<file path="config.mk">
export PLATFORM = sky130hd
export DESIGN_NAME = ssd_scan_scheduler_flat
export DESIGN_NICKNAME = d
export VERILOG_FILES = /design/src/rtl/ssd_scan_scheduler_pkg.sv /design/src/rtl/ssd_scan_scheduler_if.sv /design/src/rtl/ssd_scan_scheduler_pwm_gen.sv /design/src/rtl/ssd_scan_scheduler.sv /design/src/flat_wrapper.sv
export SDC_FILE = /design/constraint.sdc
export NUM_CORES = 1
export LEC_CHECK = 0
export ABC_AREA = 1
export CAP_MARGIN = 10
export CELL_PAD_IN_SITES_DETAIL_PLACEMENT = 1
export CELL_PAD_IN_SITES_GLOBAL_PLACEMENT = 1
export CORE_UTILIZATION = 43
export DETAILED_ROUTE_END_ITERATION = 8
export PLACE_DENSITY = 0.85
export SLEW_MARGIN = 30
export SYNTH_ARGS = -nofsm -noshare
export SYNTH_HDL_FRONTEND = slang
export SYNTH_SLANG_ARGS = --single-unit
</file>
<file path="constraint.sdc">
create_clock -name Clock -period 3.9 [get_ports Clock]
set_input_delay 0.78 -clock Clock [delete_from_list [all_inputs] [get_ports Clock]]
set_output_delay 0.78 -clock Clock [all_outputs]
set_load 0.1 [all_outputs]
</file>
<file path="src/rtl/ssd_scan_scheduler_pkg.sv">
// ssd_scan_scheduler_pkg: shared types and constants for the seven-segment scan scheduler
package ssd_scan_scheduler_pkg;
  typedef enum logic [1:0] {SSD_IDLE, SSD_BLANK, SSD_ON} SsdState_t;
  typedef logic [7:0] SegCode_t;
  localparam SegCode_t SEG_OFF = 8'hFF;
endpackage

</file>
<file path="src/rtl/ssd_scan_scheduler_if.sv">
// ssd_scan_scheduler_if: frame source / brightness inputs and display pin outputs of the scan scheduler
interface ssd_scan_scheduler_if #(
  parameter int NUM_DIGITS = 6,
  parameter int BRIGHT_W   = 4
);
  logic                    Enable;
  logic                    FrameWrEn;
  logic [8*NUM_DIGITS-1:0] FrameSeg;
  logic [BRIGHT_W-1:0]     Brightness;
  logic [7:0]              Segment;
  logic [NUM_DIGITS-1:0]   Digital;
  logic [2:0]              DigitIndex;
  logic                    FrameDone;
  logic                    FramePend;
  modport master (
    output Enable, FrameWrEn, FrameSeg, Brightness,
    input  Segment, Digital, DigitIndex, FrameDone, FramePend
  );
  modport slave (
    input  Enable, FrameWrEn, FrameSeg, Brightness,
    output Segment, Digital, DigitIndex, FrameDone, FramePend
  );
endinterface

</file>
<file path="src/rtl/ssd_scan_scheduler_pwm_gen.sv">
// ssd_scan_scheduler_pwm_gen: per-digit brightness latch and PWM lit decision
module ssd_scan_scheduler_pwm_gen #(
  parameter int BRIGHT_W = 4
) (
  input  logic                Clock,
  input  logic                Reset,
  input  logic                Load,
  input  logic [BRIGHT_W-1:0] Brightness,
  output logic                Lit
);
  logic [BRIGHT_W-1:0] brReg;
  logic [BRIGHT_W-1:0] pwmCnt;
  // Latch brightness at the start of each ON phase and restart the duty counter there
  always_ff @(posedge Clock) begin
    if (Reset) begin
      brReg  <= '0;
      pwmCnt <= '0;
    end else begin
      brReg  <= Load ? Brightness : brReg;
      pwmCnt <= Load ? '0 : pwmCnt + 1'b1;
    end
  end
  assign Lit = (brReg == '1) || (pwmCnt < brReg);
endmodule

</file>
<file path="src/rtl/ssd_scan_scheduler.sv">
// ssd_scan_scheduler: multiplexed seven-segment scan with blanking, PWM brightness and double-buffered frames
module ssd_scan_scheduler
  import ssd_scan_scheduler_pkg::*;
#(
  parameter int NUM_DIGITS   = 6,
  parameter int DWELL_CYCLES = 50000,
  parameter int BLANK_CYCLES = 500,
  parameter int BRIGHT_W     = 4
) (
  input logic             Clock,
  input logic             Reset,
  ssd_scan_scheduler_if.slave bus
);
  localparam int TMR_MAX = (DWELL_CYCLES > BLANK_CYCLES) ? DWELL_CYCLES : BLANK_CYCLES;
  localparam int TW = $clog2(TMR_MAX + 1);
  localparam logic [TW-1:0] TMR_DWELL = TW'(DWELL_CYCLES - 1);
  localparam logic [TW-1:0] TMR_BLANK = TW'(BLANK_CYCLES - 1);
  localparam logic [2:0] LAST_DIGIT = 3'(NUM_DIGITS - 1);

  if (NUM_DIGITS < 1 || NUM_DIGITS > 8) begin : gBadDigits
    $error("NUM_DIGITS must be 1..8");
  end
  if (DWELL_CYCLES < (1 << BRIGHT_W)) begin : gBadDwell
    $error("DWELL_CYCLES must cover a full PWM period");
  end
  if (BLANK_CYCLES < 1) begin : gBadBlank
    $error("BLANK_CYCLES must be at least 1");
  end

  SsdState_t st, stNxt;
  logic [TW-1:0] tmr, tmrNxt;
  logic [2:0] digIdx, digIdxNxt;
  logic pwmLoad, frameSwap, frameEnd, lit;
  logic [8*NUM_DIGITS-1:0] shadowFrame, activeFrame;
  logic framePend;
  SegCode_t segReg;
  logic [NUM_DIGITS-1:0] digReg;
  logic doneReg;

  ssd_scan_scheduler_pwm_gen #(.BRIGHT_W(BRIGHT_W)) uPwm (
    .Clock      (Clock),
    .Reset      (Reset),
    .Load       (pwmLoad),
    .Brightness (bus.Brightness),
    .Lit        (lit)
  );

  // State, dwell/blank timer and digit pointer
  always_ff @(posedge Clock) begin
    if (Reset) begin
      st     <= SSD_IDLE;
      tmr    <= '0;
      digIdx <= '0;
    end else begin
      st     <= stNxt;
      tmr    <= tmrNxt;
      digIdx <= digIdxNxt;
    end
  end

  // Scan sequencing; dropping Enable always parks in IDLE without ending the frame
  always_comb begin
    stNxt     = st;
    tmrNxt    = tmr;
    digIdxNxt = digIdx;
    pwmLoad   = 1'b0;
    frameSwap = 1'b0;
    frameEnd  = 1'b0;
    case (st)
      SSD_IDLE: begin
        frameSwap = 1'b1;
        if (bus.Enable) begin
          stNxt     = SSD_BLANK;
          tmrNxt    = TMR_BLANK;
          digIdxNxt = '0;
        end
      end
      SSD_BLANK: begin
        if (!bus.Enable) begin
          stNxt     = SSD_IDLE;
          digIdxNxt = '0;
        end else if (tmr == '0) begin
          stNxt   = SSD_ON;
          tmrNxt  = TMR_DWELL;
          pwmLoad = 1'b1;
        end else begin
          tmrNxt = tmr - 1'b1;
        end
      end
      SSD_ON: begin
        if (!bus.Enable) begin
          stNxt     = SSD_IDLE;
          digIdxNxt = '0;
        end else if (tmr == '0) begin
          stNxt     = SSD_BLANK;
          tmrNxt    = TMR_BLANK;
          frameEnd  = (digIdx == LAST_DIGIT);
          frameSwap = frameEnd;
          digIdxNxt = frameEnd ? 3'd0 : digIdx + 3'd1;
        end else begin
          tmrNxt = tmr - 1'b1;
        end
      end
      default: stNxt = SSD_IDLE;
    endcase
  end

  // Double buffer: writes land in shadow and are promoted only at a frame boundary; a write on that boundary goes straight to active
  always_ff @(posedge Clock) begin
    if (Reset) begin
      shadowFrame <= '1;
      activeFrame <= '1;
      framePend   <= 1'b0;
    end else begin
      shadowFrame <= bus.FrameWrEn ? bus.FrameSeg : shadowFrame;
      activeFrame <= (bus.FrameWrEn && frameSwap) ? bus.FrameSeg :
                     (framePend && frameSwap)     ? shadowFrame  : activeFrame;
      framePend   <= bus.FrameWrEn ? !frameSwap : framePend && !frameSwap;
    end
  end

  // Pin registers follow the state register by one cycle
  always_ff @(posedge Clock) begin
    if (Reset) begin
      segReg  <= SEG_OFF;
      digReg  <= '1;
      doneReg <= 1'b0;
    end else begin
      segReg  <= (st == SSD_ON && lit) ? activeFrame[{digIdx, 3'b000} +: 8] : SEG_OFF;
      digReg  <= (st == SSD_ON) ? ~(NUM_DIGITS'(1) << digIdx) : '1;
      doneReg <= frameEnd;
    end
  end

  assign bus.Segment    = segReg;
  assign bus.Digital    = digReg;
  assign bus.DigitIndex = digIdx;
  assign bus.FrameDone  = doneReg;
  assign bus.FramePend  = framePend;
endmodule
</file>
<file path="src/flat_wrapper.sv">
// flat-port wrapper written by rule: the top's interface ports become plain ports
module ssd_scan_scheduler_flat import ssd_scan_scheduler_pkg::*;
#(
  parameter int NUM_DIGITS   = 6,
  parameter int DWELL_CYCLES = 50000,
  parameter int BLANK_CYCLES = 500,
  parameter int BRIGHT_W     = 4
)
  (Clock, Reset, bus_Enable, bus_FrameWrEn, bus_FrameSeg, bus_Brightness, bus_Segment, bus_Digital, bus_DigitIndex, bus_FrameDone, bus_FramePend);
  ssd_scan_scheduler_if #(.NUM_DIGITS(NUM_DIGITS), .BRIGHT_W(BRIGHT_W)) bus_i ();
  input logic Clock;
  input logic Reset;
  input wire logic [$bits(bus_i.Enable)-1:0] bus_Enable;
  input wire logic [$bits(bus_i.FrameWrEn)-1:0] bus_FrameWrEn;
  input wire logic [$bits(bus_i.FrameSeg)-1:0] bus_FrameSeg;
  input wire logic [$bits(bus_i.Brightness)-1:0] bus_Brightness;
  output wire logic [$bits(bus_i.Segment)-1:0] bus_Segment;
  output wire logic [$bits(bus_i.Digital)-1:0] bus_Digital;
  output wire logic [$bits(bus_i.DigitIndex)-1:0] bus_DigitIndex;
  output wire logic [$bits(bus_i.FrameDone)-1:0] bus_FrameDone;
  output wire logic [$bits(bus_i.FramePend)-1:0] bus_FramePend;
  assign bus_i.Enable = bus_Enable;
  assign bus_i.FrameWrEn = bus_FrameWrEn;
  assign bus_i.FrameSeg = bus_FrameSeg;
  assign bus_i.Brightness = bus_Brightness;
  assign bus_Segment = bus_i.Segment;
  assign bus_Digital = bus_i.Digital;
  assign bus_DigitIndex = bus_i.DigitIndex;
  assign bus_FrameDone = bus_i.FrameDone;
  assign bus_FramePend = bus_i.FramePend;
  ssd_scan_scheduler #(.NUM_DIGITS(NUM_DIGITS), .DWELL_CYCLES(DWELL_CYCLES), .BLANK_CYCLES(BLANK_CYCLES), .BRIGHT_W(BRIGHT_W)) u_core (.Clock(Clock), .Reset(Reset), .bus(bus_i));
endmodule
</file>
==> impl_metrics.toml, run 1 <==
[global_routing]
overflow_left_after_global_routing = 0
largest_net_degree_at_the_start_of_global_routing = 60
track_usage = 0.261
antenna_found_initial = 0
grt_pass1_wl_um = 29700
first_global_vias = 6100

[cts]
postCtsHoldBufs = 0
cts_tree = "built"
numCtsBuffers = 17
cts-root-to-sink-buffers = 2
clock-root-buffer = "sky130_fd_sc_hd__clkbuf_16"
clk-insertion-delay-late_ns = 0.43
cts_max_level = 4
count_of_cells_resized_by_post_cts_repair = 0
postCtsSetupBuffers = 0
cts_sinks = 141
clkSlewWorstSetupHoldPaths_ns = 0.06

[yosys]
yosys-top-cells-area = "sky130_fd_sc_hd__dfxtp_1, sky130_fd_sc_hd__nand2_1, sky130_fd_sc_hd__nand3_1, sky130_fd_sc_hd__nor2_1, sky130_fd_sc_hd__inv_1"
synthArstFlopShare = 0
netlist.top_cell.by_area = "sky130_fd_sc_hd__dfxtp_1"
synthXorXnorAreaFrac = 0.00574
synth_fp_nets = 921
avgSynthCellArea_um2 = 7.14
syn_inst = 854
synth_commonest_cells = "sky130_fd_sc_hd__nand2_1, sky130_fd_sc_hd__nand3_1, sky130_fd_sc_hd__dfxtp_1"
netlist-cell-type-count = 28
synth_most_common_cell = "sky130_fd_sc_hd__nand2_1"
synthFlopType = "sky130_fd_sc_hd__dfxtp_1"
ys.warnings.count = 0
muxShareOfSynthArea = 0
synth_enable_flop_cells = 0
ys_seq_area_frac = 0.463
synth_top_family_by_area = "simple AND/OR/NAND/NOR gates"
synthDominantCellAreaShare = 0.463
synth-adder-area-share = 0.0226
mappedNetlistArea_um2 = 6100
synth_seq_cells = 141
synthSimpleGateAreaFrac = 0.391
synth_compound_gate_area_share = 0.0550

[sta]
worst_slew_pin_tran_ns = 1.02
max_freq_mhz = 345
fin_crit_sh = 0.744
final-max-slew-violation-count = 0
timing.hold.ws_ns = 0.452
finalCriticalPeriod_ns = 2.90
timing.final.ws_setup_ns = 1.00
finClkSkew_ns = 0.00796
rsz0062_at_grt = "false"
timing.slew.headroom = 0.317
timing_hold_violations_final = 0
fin_setup_tns_ns = 0
timing.final.setup_violations = 0

[finish]
finalNetCount = 978
n_antenna_cell = 0
drive_above_1_share = 0.0639
layout.filler_cells = 1741
seqCellArea_um2 = 2820
fin_util = 0.541
layout-area-overhead-vs-synth_pct = 23.2
multiInputGateArea_um2 = 2890
final_cell_area_um2 = 7510

[run_status]
violated_checks = "design-rule violations"
run_status = "complete, but fails checks"

[critical_path]
worstPathArrival_ns = 2.12
critical_path.reg2reg.startpoint = "u_core.tmr[0]"
cp_top_family = "buffers and inverters"
crit_path_max_fanout = 7
critPathBufInv = 1
cp_data_required_time_ns = 3.12
cpPeakStageDelay_ns = 1.22
rr_endpoint = "u_core.uPwm.pwmCnt[1]"
timing.setup.critical_path_class = "register to output port"
endpoint_kind = "output port"
worstRegToRegCells = 9
worstPathCellList = "clkdlybuf4s50_1"
cp_slowest_cell = "sky130_fd_sc_hd__clkdlybuf4s50_1"
regToRegSetupSlack_ns = 1.72
cp-start-kind = "register"

[placed_design]
dp_hpwl_um = 11900
buffer_ports.inserted = 74
place_congestion = 0.853
place_worst_setup_slack_ns = 1.07
place_area_um2 = 6910

[pwr]
cellPowerDensity_nw_per_um2 = 604
p_leak_nw = 3.48
vdd.ir_drop.worst_uv = 353

[detailed_routing]
initialDrtViolationCount = 300
routed_wirelength_um = 17900
detail_route.drc_violations = 2
avgRoutedWirePerCell_um = 16.3
drt_pass1_iterations = 7
vias_per_cell = 5.36
final_antenna_net_count = 0
num_vias = 5907

[floorplanning]
rows = 43
i_o_pin_cnt = 75
die-width_um = 121
core-area_um2 = 13900
initial_core_util = 0.439
die_h_um = 121
dieArea_um2 = 14700

[worst_hold_path]
timing.hold.worst.class = "register to register"
worstHoldPathCells = 2
worst_hold_startpoint = "u_core.shadowFrame[26]"
hold_end = "u_core.shadowFrame[26]"

[flow_run]
drv.max_cap_violation_count = 0
## layout by cell type (no fill, tap or decap), types with 4 or more instances in the layout
cell | Yosys | layout
sky130_fd_sc_hd__nand4_1 | 14 | 14
sky130_fd_sc_hd__a21oi_1 | 14 | 14
sky130_fd_sc_hd__nand3_1 | 170 | 170
sky130_fd_sc_hd__nor2_1 | 56 | 56
sky130_fd_sc_hd__inv_1 | 44 | 44
sky130_fd_sc_hd__clkbuf_8 | 0 | 7
sky130_fd_sc_hd__dfxtp_1 | 141 | 141
sky130_fd_sc_hd__nand2_2 | 4 | 4
sky130_fd_sc_hd__a22oi_1 | 21 | 21
sky130_fd_sc_hd__or2_2 | 7 | 7
sky130_fd_sc_hd__nand2_1 | 296 | 296
sky130_fd_sc_hd__ha_1 | 11 | 11
sky130_fd_sc_hd__buf_4 | 2 | 6
sky130_fd_sc_hd__clkdlybuf4s50_1 | 0 | 71
sky130_fd_sc_hd__clkbuf_16 | 0 | 17
sky130_fd_sc_hd__o21ai_0 | 13 | 13
## routing by layer
layer	wire, µm	track usage	share of wire
met5	0	0	0
met4	260	0.0895	0.015
met3	724	0.0569	0.040
met2	8930	0.448	0.50
met1	8010	0.321	0.45
## registers in the layout, indices dropped and copies added (netlist names)
| name | flops |
|---|---|
| u_core.st | 2 |
| u_core.bus.FramePend | 1 |
| u_core.shadowFrame | 48 |
| u_core.tmr | 16 |
| u_core.bus.Digital | 6 |
| u_core.bus.FrameDone | 1 |
| u_core.activeFrame | 48 |
| u_core.bus.Segment | 8 |
| u_core.uPwm.pwmCnt | 4 |
| u_core.bus.DigitIndex | 3 |
| u_core.uPwm.brReg | 4 |
## logic make-up (layout without fill, tap and decap cells)
kind of cell | Yosys count | count (layout)
XOR/XNOR | 4 | 4
flip-flops | 141 | 141
adder cells (fa/ha/maj) | 11 | 11
AO/OA/AOI/OAI | 53 | 53
buffers and inverters | 90 | 159
AND/OR/NAND/NOR | 555 | 555
## metrics by stage
stage | std cells | power (mW)
finish | 1103 | 4.54
global route | 1103 | 4.79
CTS | 1103 | 4.56
detailed placement | 1072 | 2.89
global placement | 1072 | 2.82
floorplan | 854 | 2.56
## tightest hold or removal path: cells and delay by family (launching register included)
| kind | cells | cell delay [ns] |
|---|---|---|
| flops | 1 | 0.30 |
| simple gates | 2 | 0.12 |
## power breakdown
part	internal (mW)	switching (mW)	leakage, nW	total, mW
Clock	1.05	0.595	0.298	1.65
Combinational	0.370	0.792	2.02	1.16
Sequential	1.61	0.113	1.17	1.72
Total	3.04	1.50	3.48	4.54
## how the worst max path moves through the flow
stage,to,slack [ns],from,cells after the start
final,bus_DigitIndex[0],1.0,u_core.bus.DigitIndex[0],1
after global routing,bus_DigitIndex[0],0.96,u_core.bus.DigitIndex[0],1
after CTS,bus_DigitIndex[2],0.99,u_core.bus.DigitIndex[2],1
after detailed placement,u_core.activeFrame[47],1.07,bus_Enable,8
after global placement,u_core.activeFrame[24],1.21,bus_Enable,8
after floorplan,u_core.bus.DigitIndex[2],1.68,u_core.bus.DigitIndex[2],7
## area by class of cell
class	count	share of cell area
multi-input cells	623	0.385
flip-flops and latches	141	0.376
repair buffers	81	0.105
clock buffers	26	0.0704
well taps	180	0.0300
inverters	47	0.0235
clock inverters	5	0.0103
No activity file was read; power rests on OpenSTA's default activity.
==> inputs of run 2 (changes only) <==
- CORE_UTILIZATION: 43 -> 36
- PLACE_DENSITY: 0.85 -> 0.76
- clock period: 3.9 -> 2.58 ns (I/O delays scaled with it)
==> impl_metrics.toml, run 2 (synthesized netlist as in run 1, its figures left out) <==
[floorplanning]
core-area_um2 = 16600
rows = 47
die_h_um = 132
die-width_um = 132
dieArea_um2 = 17500
i_o_pin_cnt = 75
initial_core_util = 0.368

[detailed_routing]
num_vias = 5681
detail_route.drc_violations = 0
avgRoutedWirePerCell_um = 14.6
final_antenna_net_count = 0
drt_pass1_iterations = 4
routed_wirelength_um = 16900
vias_per_cell = 4.92
initialDrtViolationCount = 364

[critical_path]
cp_data_required_time_ns = 2.93
worstPathArrival_ns = 2.18
regToRegSetupSlack_ns = 0.75
endpoint_kind = "register"
crit_path_max_fanout = 9
worstRegToRegCells = 11
rr_endpoint = "u_core.tmr[2]"
timing.setup.critical_path_class = "register to register"
cp-start-kind = "register"
critical_path.reg2reg.startpoint = "u_core.st[0]"

[flow_run]
drv.max_cap_violation_count = 0

[finish]
layout-area-overhead-vs-synth_pct = 25.6
seqCellArea_um2 = 2820
finalNetCount = 990
reg_top3 = "u_core.activeFrame: 48 flops, u_core.shadowFrame: 48 flops, u_core.tmr: 16 flops"
drive_above_1_share = 0.0952
mostFrequentLayoutCell = "sky130_fd_sc_hd__nand2_1"
n_antenna_cell = 0
most-common-layout-cells = "sky130_fd_sc_hd__nand2_1, sky130_fd_sc_hd__nand3_1, sky130_fd_sc_hd__dfxtp_1"
layout.filler_cells = 2137
multiInputGateArea_um2 = 2890

[worst_hold_path]
hold_end = "u_core.shadowFrame[23]"
timing.hold.worst.class = "register to register"
worst_hold_startpoint = "u_core.shadowFrame[23]"
worstHoldPathCells = 2

[cts]
cts_max_level = 4
cts_tree = "built"
postCtsHoldBufs = 0
clk-insertion-delay-late_ns = 0.42
cts-root-to-sink-buffers = 2
clock-root-buffer = "sky130_fd_sc_hd__clkbuf_16"
count_of_cells_resized_by_post_cts_repair = 0
clkSlewWorstSetupHoldPaths_ns = 0.06
numCtsBuffers = 17
postCtsSetupBuffers = 0
cts_sinks = 141

[global_routing]
use_met3 = 0.0442
grt_pass1_wl_um = 29000
grt.met1_usage = 0.264
antenna_found_initial = 0
top_usage_layer = "met2"
largest_net_degree_at_the_start_of_global_routing = 49
overflow_left_after_global_routing = 0
first_global_vias = 5822
global_route.usage.met2 = 0.348
track_usage = 0.208

[sta]
worst_slew_pin_tran_ns = 0.730
finClkSkew_ns = 0.00970
timing.final.setup_violations = 0
rsz0062_at_grt = "false"
finalCriticalPeriod_ns = 1.83
fin_setup_tns_ns = 0
timing_hold_violations_final = 0
max_freq_mhz = 548
timing.hold.ws_ns = 0.449
final-max-slew-violation-count = 0
timing.slew.headroom = 0.511
timing.final.ws_setup_ns = 0.755
fin_crit_sh = 0.708

[pwr]
cellPowerDensity_nw_per_um2 = 916
p_leak_nw = 3.56
vdd.ir_drop.worst_uv = 534

[placed_design]
dp_hpwl_um = 11800
place_congestion = 0.820
buffer_ports.inserted = 74
place_worst_setup_slack_ns = 0.352

[run_status]
run_status = "finished, final reports clean"
## run 2: cell count changes in the layout (fill, tap and decap cells not counted), sizes merged
cell,delta
buf,+29
clkdlybuf4s50,-17
clkbuf,-4
bufinv,+2
inv,+2
## run 2: critical path, stage by stage, from the launching register on
cell,delay (ns)
sky130_fd_sc_hd__dfxtp_1,0.36
sky130_fd_sc_hd__inv_1,0.09
sky130_fd_sc_hd__ha_1,0.22
sky130_fd_sc_hd__inv_1,0.11
sky130_fd_sc_hd__nand2_2,0.14
sky130_fd_sc_hd__nand2_1,0.13
sky130_fd_sc_hd__nand3_1,0.14
sky130_fd_sc_hd__nor2_1,0.12
sky130_fd_sc_hd__nand2_1,0.06
sky130_fd_sc_hd__inv_1,0.18
sky130_fd_sc_hd__nand2_1,0.08
sky130_fd_sc_hd__a21oi_1,0.13
## run 2: worst max-delay path by stage
stage                     depth (start not counted)                startpoint                        to  slack, ns
after global routing                             11              u_core.st[1]             u_core.tmr[2]       0.56
after global placement                            8                bus_Enable    u_core.activeFrame[21]       0.42
after CTS                                        11              u_core.st[0]             u_core.tmr[2]       0.72
after detailed placement                          9                bus_Enable             u_core.tmr[2]       0.35
after floorplan                                   7  u_core.bus.DigitIndex[2]  u_core.bus.DigitIndex[2]       0.36
final                                            11              u_core.st[0]             u_core.tmr[2]       0.75
## run 2: final cells by class
class                           count  share of cell area
Clock buffer                       22              0.0632
Inverter                           47              0.0230
Timing Repair Buffer               93               0.112
Sequential cell                   141               0.368
Clock inverter                      9              0.0203
Multi-Input combinational cell    623               0.377
Tap cell                          220              0.0359
## run 2: through the flow
stage | cells | power [mW] | cell area, µm² | util
4_1_cts | 1155 | 7.07 | 7660 | 0.462
2_1_floorplan | 854 | 3.87 | 6100 | -
6_report | 1155 | 7.01 | 7660 | 0.462
3_3_place_gp | 1124 | 4.35 | 7020 | 0.423
3_5_place_dp | 1124 | 4.39 | 7020 | 0.423
5_1_grt | 1155 | 7.44 | 7660 | 0.462
## run 2: power breakdown
part / leakage (nW) / switching (mW) / internal (mW)
clock: 0.313 / 0.945 / 1.72
sequential: 1.17 / 0.163 / 2.43
combinational: 2.08 / 1.16 / 0.596
total: 3.56 / 2.26 / 4.75
## run 2: layer usage
metal	vias to the layer above	routed length (µm)
met5	-	0
met4	0	225
met3	16	574
met2	84	8100
met1	2660	8030
li1	2921	-
==> inputs of run 3 (changes only) <==
- CORE_UTILIZATION: 36 -> 40
- PLACE_DENSITY: 0.76 -> 0.8
- clock period: 2.58 -> 1.8 ns (I/O delays scaled with it)
==> impl_metrics.toml, run 3 (synthesized netlist as in run 1, its figures left out) <==
[run_status]
run_status = "complete, but fails checks"
violated_checks = "design-rule violations"

[critical_path]
worstPathArrival_ns = 1.97
cpPeakStageDelay_ns = 0.33
critPathBufInv = 2
cpMostUsedCell = "sky130_fd_sc_hd__nand2_1"
timing.setup.critical_path_class = "register to register"
cp_slowest_cell = "sky130_fd_sc_hd__dfxtp_2"
worstPathCellList = "inv_1 -> ha_1 -> nand2_1 -> nor2_1 -> nand3_2 -> nand2_4 -> nand2_2 -> buf_12 -> nand2_1 -> nand3_1"
cp_data_required_time_ns = 2.10
endpoint_kind = "register"
cp-start-kind = "register"
cp_top_family = "simple AND/OR/NAND/NOR gates"
crit_path_max_fanout = 23

[sta]
max_freq_mhz = 597
timing.slew.headroom = 0.718
worst_slew_pin_tran_ns = 0.423
timing_hold_violations_final = 0
rsz0062_at_grt = "false"
finClkSkew_ns = 0.00782
fin_crit_sh = 0.931
timing.final.setup_violations = 0
finalCriticalPeriod_ns = 1.68
fin_setup_tns_ns = 0
timing.final.ws_setup_ns = 0.124
final-max-slew-violation-count = 0

[cts]
clkSlewWorstSetupHoldPaths_ns = 0.06
cts_sinks = 141
cts_tree = "built"
clk-insertion-delay-late_ns = 0.43
postCtsHoldBufs = 0
cts_max_level = 4
clock-root-buffer = "sky130_fd_sc_hd__clkbuf_16"
cts-root-to-sink-buffers = 2
numCtsBuffers = 17

[pwr]
cellPowerDensity_nw_per_um2 = 1250
vdd.ir_drop.worst_uv = 731
p_leak_nw = 3.71

[detailed_routing]
vias_per_cell = 5.26
final_antenna_net_count = 0
routed_wirelength_um = 18200
initialDrtViolationCount = 278
drt_pass1_iterations = 9
detail_route.drc_violations = 6
num_vias = 5947
avgRoutedWirePerCell_um = 16.1

[placed_design]
place_worst_setup_slack_ns = -0.224
dp_hpwl_um = 12800
place_area_um2 = 7360
buffer_ports.inserted = 74
placed_cells = 1099
place_congestion = 0.871

[finish]
most-common-layout-cells = "sky130_fd_sc_hd__nand2_1, sky130_fd_sc_hd__nand3_1, sky130_fd_sc_hd__dfxtp_1"
layout.filler_cells = 1838
drive_above_1_share = 0.120
mostFrequentLayoutCell = "sky130_fd_sc_hd__nand2_1"
layout-area-overhead-vs-synth_pct = 30.4
final_cell_area_um2 = 7950
finalNetCount = 1002
reg_top3 = "u_core.activeFrame: 48 flops, u_core.shadowFrame: 48 flops, u_core.tmr: 16 flops"
n_antenna_cell = 0
fin_cells = 1131

[global_routing]
largest_net_degree_at_the_start_of_global_routing = 97
first_global_vias = 6402
track_usage = 0.243
antenna_found_initial = 0
grt_pass1_wl_um = 30700
overflow_left_after_global_routing = 0

[floorplanning]
core-area_um2 = 14700
die-width_um = 125
die_h_um = 125
i_o_pin_cnt = 75
dieArea_um2 = 15700
initial_core_util = 0.415
rows = 44

[flow_run]
drv.max_cap_violation_count = 0

[worst_hold_path]
timing.hold.worst.class = "primary input to register"
==> run 3: changes by cell type in the layout (fill, tap and decap cells not counted), sizes merged <==
cell	delta
clkbuf	-2
clkinv	+5
inv	-2
bufinv	-3
clkinvlp	+2
buf	+12
==> run 3: what timing repair did <==
action                                 in CTS  in global routing
setup endpoints to repair                   5                 67
pin swaps                                   0                  1
buffers inserted                            0                  1
resized for setup                           1                 10
endpoints found under the hold margin       0                  0
==> run 3: final timing paths <==
| kind | end | depth (start not counted) | slack (ns) | from |
|---|---|---|---|---|
| hold / removal | u_core.shadowFrame[43] | 3 | 0.37 | bus_FrameWrEn |
| setup / recovery | u_core.activeFrame[33] | 10 | 0.12 | u_core.st[0] |
| setup reg to reg | u_core.activeFrame[33] | 10 | 0.12 | u_core.st[0] |
| hold reg to reg | u_core.shadowFrame[24] | 2 | 0.45 | u_core.shadowFrame[24] |
==> run 3: routing by layer <==
layer | GRT usage | wire, µm
met3 | 0.0458 | 644
met2 | 0.432 | 9260
met4 | 0.105 | 350
met1 | 0.285 | 7940
met5 | 0 | 0
==> run 3: per-stage QoR <==
step	util	hold slack, ns	total power, mW
after floorplan	-	0.424	5.54
after global placement	0.501	0.433	6.39
after detailed placement	0.501	0.442	6.55
after CTS	0.539	0.363	9.89
after global routing	0.541	0.385	10.4
final	0.541	0.366	9.90
==> run 3: final cells by class <==
| cell class | instances | area (µm²) | share of cell area |
|---|---|---|---|
| Clock buffer | 20 | 457 | 0.0574 |
| Clock inverter | 11 | 95.1 | 0.0120 |
| Inverter | 47 | 176 | 0.0222 |
| Multi-Input combinational cell | 623 | 2920 | 0.367 |
| Sequential cell | 141 | 2830 | 0.356 |
| Tap cell | 184 | 230 | 0.0289 |
| Timing Repair Buffer | 105 | 1250 | 0.157 |
==> run 3: tightest hold or removal path: stages <==
cell and delay (ns):
sky130_fd_sc_hd__buf_2 0.20, sky130_fd_sc_hd__nand2_1 0.11, sky130_fd_sc_hd__nand3_1 0.07
==> run 3: power breakdown <==
group          total [mW]  switching (mW)  leakage (nW)  internal, mW
logic                2.85            1.77          2.27          1.07
clock network        3.30            1.35         0.267          1.95
registers            3.76           0.265          1.17          3.49
